File: src/rtl/cnn_pkg.sv
// Shared definitions for CNN pipeline stages: FSM state encodings and
// per-channel arithmetic/packing helpers.
package cnn_pkg;

   localparam logic [1:0] ST_IDLE = 2'd0;
   localparam logic [1:0] ST_RUN  = 2'd1;
   localparam logic [1:0] ST_DONE = 2'd2;

   // Widest channel word the shared max helper handles; callers sign-extend into it.
   localparam int MAX_BW = 64;

   function automatic logic signed [MAX_BW-1:0] signed_max(
      input logic signed [MAX_BW-1:0] a,
      input logic signed [MAX_BW-1:0] b
   );
      return (a > b) ? a : b;
   endfunction

   function automatic int ch_lsb(input int c, input int bw);
      return c * bw;
   endfunction

   function automatic int clog2_min1(input int v);
      return (v > 1) ? $clog2(v) : 1;
   endfunction

endpackage

File: src/rtl/pool_line_buffer.sv
// One row of horizontally pooled pairs, written on even input rows and read
// back (registered) on odd rows.
module pool_line_buffer
   import cnn_pkg::*;
#(
   parameter  int DEPTH = 12,
   parameter  int DW    = 60,
   localparam int AW    = clog2_min1(DEPTH)
) (
   input  logic          clk,
   input  logic          wr_en,
   input  logic [AW-1:0] wr_addr,
   input  logic [DW-1:0] wr_data,
   input  logic          rd_en,
   input  logic [AW-1:0] rd_addr,
   output logic [DW-1:0] rd_data
);

   logic [DW-1:0] mem [DEPTH];

   always_ff @(posedge clk) begin
      if (wr_en) begin
         mem[wr_addr] <= wr_data;
      end
      if (rd_en) begin
         rd_data <= mem[rd_addr];
      end
   end

endmodule

File: src/rtl/maxpool2x2_stage.sv
// Multi-channel 2x2 / stride-2 max-pooling stage with frame sequencing.
// Define MAXPOOL_RELU_EN to clamp negative pooled values to zero (fused ReLU).
module maxpool2x2_stage
   import cnn_pkg::*;
#(
   parameter  int CH   = 3,
   parameter  int D_BW = 20,
   parameter  int IW   = 24,
   parameter  int IH   = 24,
   localparam int OW   = IW / 2,
   localparam int OH   = IH / 2,
   localparam int OXW  = clog2_min1(OW),
   localparam int OYW  = clog2_min1(OH)
) (
   input  logic                 clk,
   input  logic                 reset_n,
   input  logic                 i_start,
   input  logic                 i_in_valid,
   input  logic [CH*D_BW-1:0]   i_in_fmap,
   output logic                 o_ot_valid,
   output logic [CH*D_BW-1:0]   o_ot_fmap,
   output logic [OXW-1:0]       o_ot_x,
   output logic [OYW-1:0]       o_ot_y,
   output logic                 o_busy,
   output logic                 o_done,
   output logic                 o_err
);

   localparam int XW = clog2_min1(IW);
   localparam int YW = clog2_min1(IH);
   localparam int FW = CH * D_BW;

   logic [1:0]     state;
   logic [XW-1:0]  x_cnt;
   logic [YW-1:0]  y_cnt;
   logic [FW-1:0]  h_reg;
   logic [FW-1:0]  h_max;
   logic [FW-1:0]  pool_max;
   logic [FW-1:0]  lb_rd_data;
   logic           beat_acc;
   logic           x_last;
   logic           y_last;
   logic           lb_wr_en;
   logic           lb_rd_en;
   logic           pool_fire;
   logic [OXW-1:0] x_half;
   logic [OYW-1:0] y_half;

   // A beat coinciding with i_start belongs to no frame and is dropped.
   assign beat_acc  = i_in_valid && !i_start && (state == ST_RUN);
   assign x_last    = (x_cnt == XW'(IW - 1));
   assign y_last    = (y_cnt == YW'(IH - 1));
   assign x_half    = OXW'(x_cnt >> 1);
   assign y_half    = OYW'(y_cnt >> 1);
   assign lb_wr_en  = beat_acc && !y_cnt[0] &&  x_cnt[0];
   assign lb_rd_en  = beat_acc &&  y_cnt[0] && !x_cnt[0];
   assign pool_fire = beat_acc &&  y_cnt[0] &&  x_cnt[0];
   assign o_busy    = (state == ST_RUN);

   // The line-buffer read is issued on the even beat of an odd row so its
   // registered data is ready whenever the matching odd beat arrives.
   for (genvar c = 0; c < CH; c++) begin : g_ch
      logic signed [D_BW-1:0] pix;
      logic signed [D_BW-1:0] held;
      logic signed [D_BW-1:0] above;
      logic signed [D_BW-1:0] hmax;
      logic signed [D_BW-1:0] vmax;

      assign pix   = i_in_fmap[ch_lsb(c, D_BW) +: D_BW];
      assign held  = h_reg[ch_lsb(c, D_BW) +: D_BW];
      assign above = lb_rd_data[ch_lsb(c, D_BW) +: D_BW];
      assign hmax  = D_BW'(signed_max(MAX_BW'(pix), MAX_BW'(held)));
      assign vmax  = D_BW'(signed_max(MAX_BW'(above), MAX_BW'(hmax)));

      assign h_max[ch_lsb(c, D_BW) +: D_BW] = hmax;
`ifdef MAXPOOL_RELU_EN
      assign pool_max[ch_lsb(c, D_BW) +: D_BW] = vmax[D_BW-1] ? '0 : vmax;
`else
      assign pool_max[ch_lsb(c, D_BW) +: D_BW] = vmax;
`endif
   end

   pool_line_buffer #(
      .DEPTH (OW),
      .DW    (FW)
   ) u_line_buf (
      .clk     (clk),
      .wr_en   (lb_wr_en),
      .wr_addr (x_half),
      .wr_data (h_max),
      .rd_en   (lb_rd_en),
      .rd_addr (x_half),
      .rd_data (lb_rd_data)
   );

   // i_start from any state restarts the scan; in RUN it silently aborts the frame.
   always_ff @(posedge clk or negedge reset_n) begin
      if (!reset_n) begin
         state <= ST_IDLE;
         x_cnt <= '0;
         y_cnt <= '0;
         h_reg <= '0;
      end else if (i_start) begin
         state <= ST_RUN;
         x_cnt <= '0;
         y_cnt <= '0;
         h_reg <= '0;
      end else begin
         case (state)
            ST_RUN: begin
               if (beat_acc && x_last && y_last) begin
                  state <= ST_DONE;
               end
            end
            ST_DONE: state <= ST_IDLE;
            default: state <= ST_IDLE;
         endcase
         if (beat_acc) begin
            if (!x_cnt[0]) begin
               h_reg <= i_in_fmap;
            end
            if (x_last) begin
               x_cnt <= '0;
               y_cnt <= y_last ? '0 : y_cnt + 1'b1;
            end else begin
               x_cnt <= x_cnt + 1'b1;
            end
         end
      end
   end

   // o_done trails the DONE state by one cycle, landing right after the last pooled beat.
   always_ff @(posedge clk or negedge reset_n) begin
      if (!reset_n) begin
         o_ot_valid <= 1'b0;
         o_ot_fmap  <= '0;
         o_ot_x     <= '0;
         o_ot_y     <= '0;
         o_done     <= 1'b0;
         o_err      <= 1'b0;
      end else begin
         o_ot_valid <= pool_fire;
         o_done     <= (state == ST_DONE);
         o_err      <= o_err | (i_in_valid && (state != ST_RUN));
         if (pool_fire) begin
            o_ot_fmap <= pool_max;
            o_ot_x    <= x_half;
            o_ot_y    <= y_half;
         end
      end
   end

endmodule

File: config.mk
export PLATFORM = sky130hd
export DESIGN_NAME = maxpool2x2_stage
export DESIGN_NICKNAME = d
export VERILOG_FILES = /design/src/rtl/cnn_pkg.sv /design/src/rtl/pool_line_buffer.sv /design/src/rtl/maxpool2x2_stage.sv
export SDC_FILE = /design/constraint.sdc
export NUM_CORES = 1
export LEC_CHECK = 0
export ABC_AREA = 0
export ABC_CLOCK_PERIOD_IN_PS = 13300
export CAP_MARGIN = 20
export CORE_ASPECT_RATIO = 1.25
export CORE_UTILIZATION = 41
export CTS_BUF_LIST = sky130_fd_sc_hd__clkbuf_4
export CTS_CLUSTER_DIAMETER = 40
export DETAILED_ROUTE_END_ITERATION = 10
export GPL_TIMING_DRIVEN = 0
export PLACE_DENSITY = 0.61
export SLEW_MARGIN = 20
export SYNTH_ARGS = -nofsm -noshare
export SYNTH_HDL_FRONTEND = slang
export SYNTH_SLANG_ARGS = --single-unit
File: constraint.sdc
create_clock -name clk -period 13.3 [get_ports clk]
set_input_delay 3.99 -clock clk [delete_from_list [all_inputs] [get_ports clk]]
set_output_delay 3.99 -clock clk [all_outputs]
set_load 0.005 [all_outputs]
### Word-level counts from Yosys, hierarchy flattened

Memory sizes are Yosys's and may differ from the RTL's. A register that Yosys moved wholly into a read port is not among the register bits.
Cells that the tools add are included.

* register bits: 143
* bits in latches: 0
* RAM bits: 720
* memory bits (read-only): 0
* input bits: 64
* output and inout port bits: 72
* memories kept: 1

* add/subtract/negate cells: 2
* $mul: 0
* div/mod/pow operators: 0
* $lt $le $gt $ge: 6
* equal/unequal tests: 7
* shift-type cells: 0
* mux-type cells: 21
* bitwise gates (word level): 1
* reductions and logical operators: 17

Memory list
* u_line_buf.mem: words 12, width 60, read ports 1, clocked after Yosys merged registers in 1, write ports 1, RTL line pool_line_buffer.sv:19 `logic [DW-1:0] mem [DEPTH];`

Operators by type and width (count)
* $mux W60: 3
* $gt A20 B20 Y1: 6
* $mux W20: 6
* $mux W5: 7
* $add A5 B1 Y5 const B: 2
* $eq A5 B5 Y1 const B: 2
* $logic_and A1 B1 Y1: 10
* $mux W2: 3
* $reduce_and A2 Y1: 2
* $reduce_bool A2 Y1: 2
* $logic_not A1 Y1: 3
* $ne A3 B2 Y1 const B: 1
* $eq A2 B1 Y1 const B: 1
* $eq A2 B2 Y1 const B: 1
* $mux W1: 2
* $ne A2 B1 Y1 const B: 1
* $ne A2 B2 Y1 const B: 1
* $or A1 B1 Y1: 1

### Logic depth before layout (Yosys ltp)

* depth in word-level cells: 8
* depth in mapped cells: 21
* gate-level depth less buffers: 17

### Hierarchy

From an unflattened synthesis, not the netlist that was laid out.

* cell total of the unflattened synthesis: 2905
* area total of the unflattened synthesis: 41773.8 µm²

Modules (own cells, without submodules)
* pool_line_buffer: instances 1, cells each 1228, area each 28815.1 µm², seq. area each 23422.5 µm²
* maxpool2x2_stage: instances 1, cells each 1677, area each 12958.7 µm², seq. area each 3578.4 µm²

### Worst setup path before layout

OpenSTA, ideal clock, no wires.

* kind: input-to-reg
* start point: in i_start
* end point: mem u_line_buf.mem[0][0], enable pin
* arrival: 9169 ps
* required time: 12748 ps
* path slack: 3580 ps
* cell stages on the path: 5
* path through: clkbuf_1 > nor3b_4 > nand3b_1 > or3_1 > nor3_1

* longest elaborated chain between the ends: 7

Ends and longest elaborated chain
* start, declared: RTL line maxpool2x2_stage.sv:17 `input logic i_start,`
* $logic_not A1 Y1: RTL line maxpool2x2_stage.sv:50 `assign beat_acc = i_in_valid && !i_start && (state == ST_RUN);`
* $logic_and A1 B1 Y1 (2 in series): RTL line maxpool2x2_stage.sv:50
* $logic_and A1 B1 Y1 (2 in series): RTL line maxpool2x2_stage.sv:55 `assign lb_wr_en = beat_acc && !y_cnt[0] && x_cnt[0];`
* $mux W1: RTL line pool_line_buffer.sv:22 `if (wr_en) begin`
* $mux W1 (implied by the code): RTL line pool_line_buffer.sv:23 `mem[wr_addr] <= wr_data;`
* end, declared: RTL line pool_line_buffer.sv:19

No other way between the ends.

### Worst setup path after layout

* start point: in i_in_fmap[55]
* end point: reg o_ot_fmap[44]

* longest elaborated chain between the ends: 4

Ends and longest elaborated chain
* start, declared: RTL line maxpool2x2_stage.sv:19 `input logic [CH*D_BW-1:0] i_in_fmap,`
* $gt A20 B20 Y1: RTL line cnn_pkg.sv:16 `return (a > b) ? a : b;`
* $mux W20 (*): RTL line cnn_pkg.sv:16
* $gt A20 B20 Y1: RTL line cnn_pkg.sv:16
* $mux W20 (*): RTL line cnn_pkg.sv:16
* end signal, assigned: RTL line maxpool2x2_stage.sv:146 `o_ot_fmap <= pool_max;`
* end, declared: RTL line maxpool2x2_stage.sv:21 `output logic [CH*D_BW-1:0] o_ot_fmap,`

Every way passes the cells marked *; elsewhere a longest branch is shown, timed or not.
A chain may end at the register's enable or synchronous reset.

==> impl_metrics.yaml <==
status:
  status: "finished clean"
floorplan:
  die_x_um: 287
  fp.dieH_um: 358
  placementRows: 130
  top_level_ports: 136
  start_util_pct: 41.4
  core_region_area_um2: 101000
  dieArea_um2: 103000
clocking:
  clock_latency_ns: 1.09
  clk_pin_slew_ns: 0.07
  cts_tree: "yes"
  clk_path_buf_depth: 3
  cts_hold_buffers: 0
  h-tree-depth: 4
  cts_setup_buffers: 0
  clock_sinks: 923
  cts-root-buf: "clkbuf_4"
  postCtsResizedCells: 0
  numCtsBuffers: 221
critical_path:
  critPathKind: "primary input to flop"
  crit_top_cell: "ha_1"
  slowest_stage: "nor4_1"
  crit_fanout: 10
  arrival_ns: 9.41
  required_ns: 14.28
  slowest_delay_ns: 0.73
  cp.depth: 18
  crit_buf_inv: 4
  cp_top_family: "buffers and inverters"
  cp-start-kind: "primary input"
  end_kind: "flop"
  r2r_cells: 19
  cp_cell_sequence: "clkdlybuf4s50_1, ha_1, a21oi_1, o21ai_1, a22oi_2, buf_4, clkbuf_1, o22ai_1, nor3_2, ha_1, nand4_1, nor4_1, a21boi_1, a211oi_1, mux2i_1, buf_2, nand3_1, o211ai_1"
  r2r_slack_ns: 7.87
timing:
  finClkSkew_ns: 0.0652
  finalSetupTns_ns: 0
  setup_violations: 0
  min_period_ns: 8.43
  tightestPinTransition_ns: 1.09
  period_share_pct: 63.4
  relSlewSlack_pct: 27.3
  timing_hold_violations_final: 0
  setup_ws_ns: 4.87
  fmax_mhz: 119
  drv_slew: 0
  rsz0062_at_grt: "no"
routing:
  drc: 0
  routedWlPerCell_um: 25.0
  antenna_left: 0
  viasPerCell: 5.65
  drt_first_pass_iters: 6
  drt_iter0_markers: 2117
  drt_wl_total_mm: 118
  vias: 26783
power:
  leakage_uw: 0.0169
  power_frac_seq_pct: 50.1
  p_sw_uw: 1690
  combPwrFrac_pct: 12.0
  p_per_area_nw_per_um2: 134
  p_sw_share_pct: 25.8
  p_int_uw: 4860
  irDropWorstVdd_mv: 0.0788
  clockPowerShare_pct: 37.9
yosys:
  ys_seq_elements: 923
  synth_cells: 2798
  synth_edf_count: 780
  synth-async-reset-ratio_pct: 15.5
  yosys_warnings: 0
  synth_ff_type: "edfxtp_1"
  syn_nets: 2984
  avgSynthCellArea_um2: 14.9
  synth.distinct_cells: 60
  syn-cell-area_um2: 41600
  synth_seq_area_share_pct: 64.8
grt:
  grt_usage_pct: 23.2
  use_met1_pct: 27.9
  grt_pass1_wl_mm: 176
  grt_pass1_vias: 28182
  grt_max_degree: 78
  overflow: 0
  antenna_found_initial: 2
  use_met3_pct: 3.97
  grtUsageMet2_pct: 41.6
  busiest_layer: "met2"
cells_and_area:
  area_growth_pct: 17.1
  nFillCells: 8589
  largest_register_ffs: 720
  drive_gt1_share_pct: 24.1
  fin_cells: 4738
  top_register: "u_line_buf.mem"
  nets: 3405
worst_hold_path:
  hp-class: "flop to flop"
  holdPathStages: 1
placed_design:
  dp.final_hpwl_mm: 82.2
  gp_congestion: 0.930
  dp_cells: 4316
  io_buffers: 134
  dp_slack_ns: 3.77
flow_run:
  maxCapViolCount: 0
==> worst register-to-register path, cell delays in order, from the launching register on <==
cell and delay, ns:
dfrtp_1 0.39, inv_1 0.09, ha_1 0.28, buf_4 0.18
nand4_2 0.21, inv_1 0.08, a22oi_2 0.27, buf_4 0.25
clkbuf_1 0.49, o22ai_1 0.17, nor3_2 0.39, ha_1 0.26
nand4_1 0.20, nor4_1 0.73, a21boi_1 0.43, a211oi_1 0.12
mux2i_1 0.23, buf_2 0.30, nand3_1 0.13, o211ai_1 0.13
==> area by class of cell <==
class                   instances  area, µm²  area share, %
plain buffers                 175        868           1.78
multi-input cells            1562      13300           27.3
inverters                     138        518           1.06
clock buffers                 319       2390           4.91
flip-flops and latches        923      27000           55.4
well taps                    1320       1650           3.39
diodes                          5       12.5         0.0257
repair buffers                198       2290           4.69
clock inverters                98        704           1.44
==> worst paths after layout <==
path	to	from
hold reg to reg	o_err	o_err
max in group asynchronous	o_ot_fmap[20]	reset_n
min in group asynchronous	o_ot_valid	reset_n
hold / removal	o_err	o_err
setup reg to reg	o_ot_fmap[44]	h_reg[59]
setup / recovery	o_ot_fmap[44]	i_in_fmap[55]
==> cells by family (layout without fill, tap and decap cells) <==
family | after synthesis | after routing | synth area share, %
other cells | 0 | 5 | 0
fa+ha+maj | 122 | 122 | 3.67
flops | 923 | 923 | 64.8
simple gates | 705 | 705 | 9.23
xor+xnor | 2 | 2 | 0.0421
buf+inv | 313 | 928 | 3.33
compound gates | 488 | 488 | 7.59
mux | 245 | 245 | 11.3
==> routing by layer <==
metal  wire [µm]  up-vias
met5           0        -
met4        3420        0
met3        6560      229
met2       62400      960
met1       45900    13782
li1            -    11812
==> power by group through the flow <==
stage | clock (µW) | combinational [µW] | sequential, µW
2_1_floorplan | 0 | 509 | 3340
4_1_cts | 2550 | 790 | 3280
3_3_place_gp | 0 | 753 | 3350
3_5_place_dp | 0 | 787 | 3340
6_report | 2490 | 786 | 3280
5_1_grt | 2690 | 862 | 3280
==> layout by cell type (no fill, tap or decap), types with 43 or more instances in the layout <==
master	Yosys	layout
nand3_1	130	130
o21ai_0	79	79
clkbuf_4	0	319
clkdlybuf4s50_1	0	133
dfrtp_1	143	143
clkinv_1	0	63
nor2_1	70	62
nand2_1	244	244
mux4_2	180	180
edfxtp_1	780	780
o31ai_1	77	77
nand2b_1	111	111
ha_1	122	122
inv_1	127	127
buf_4	13	43
a21oi_1	109	109
mux2i_1	65	65
buf_2	57	57
clkbuf_1	73	73
==> cells in the mapped netlist, types with 28 or more instances <==
cell type	instances	share of area (%)
nand2b_1	111	1.7
a21oi_1	109	1.3
dfrtp_1	143	8.6
o21ai_1	31	0.37
a21o_1	28	0.50
mux4_2	180	9.7
nor3_2	29	0.70
a22oi_1	41	0.74
o211ai_1	30	0.54
mux2i_1	65	1.6
o22ai_1	40	0.60
ha_1	122	3.7
nand2_1	244	2.2
edfxtp_1	780	56
o31ai_1	77	1.4
buf_2	57	0.69
o21ai_0	79	0.95
clkbuf_1	73	0.66
inv_1	127	1.1
nand3_1	130	1.6
nor2_1	70	0.63
==> metrics by stage <==
step | power (µW) | util (%) | hold slack (ns) | cell area [µm²]
2_1_floorplan | 3850 | - | 0.451 | 41600
3_3_place_gp | 4100 | 44.4 | 0.442 | 44600
3_5_place_dp | 4130 | 45.4 | 0.455 | 45700
4_1_cts | 6620 | 48.5 | 0.471 | 48800
5_1_grt | 6840 | 48.5 | 0.487 | 48800
6_report | 6560 | 48.5 | 0.463 | 48800
Power figures use the tool's default switching activity.
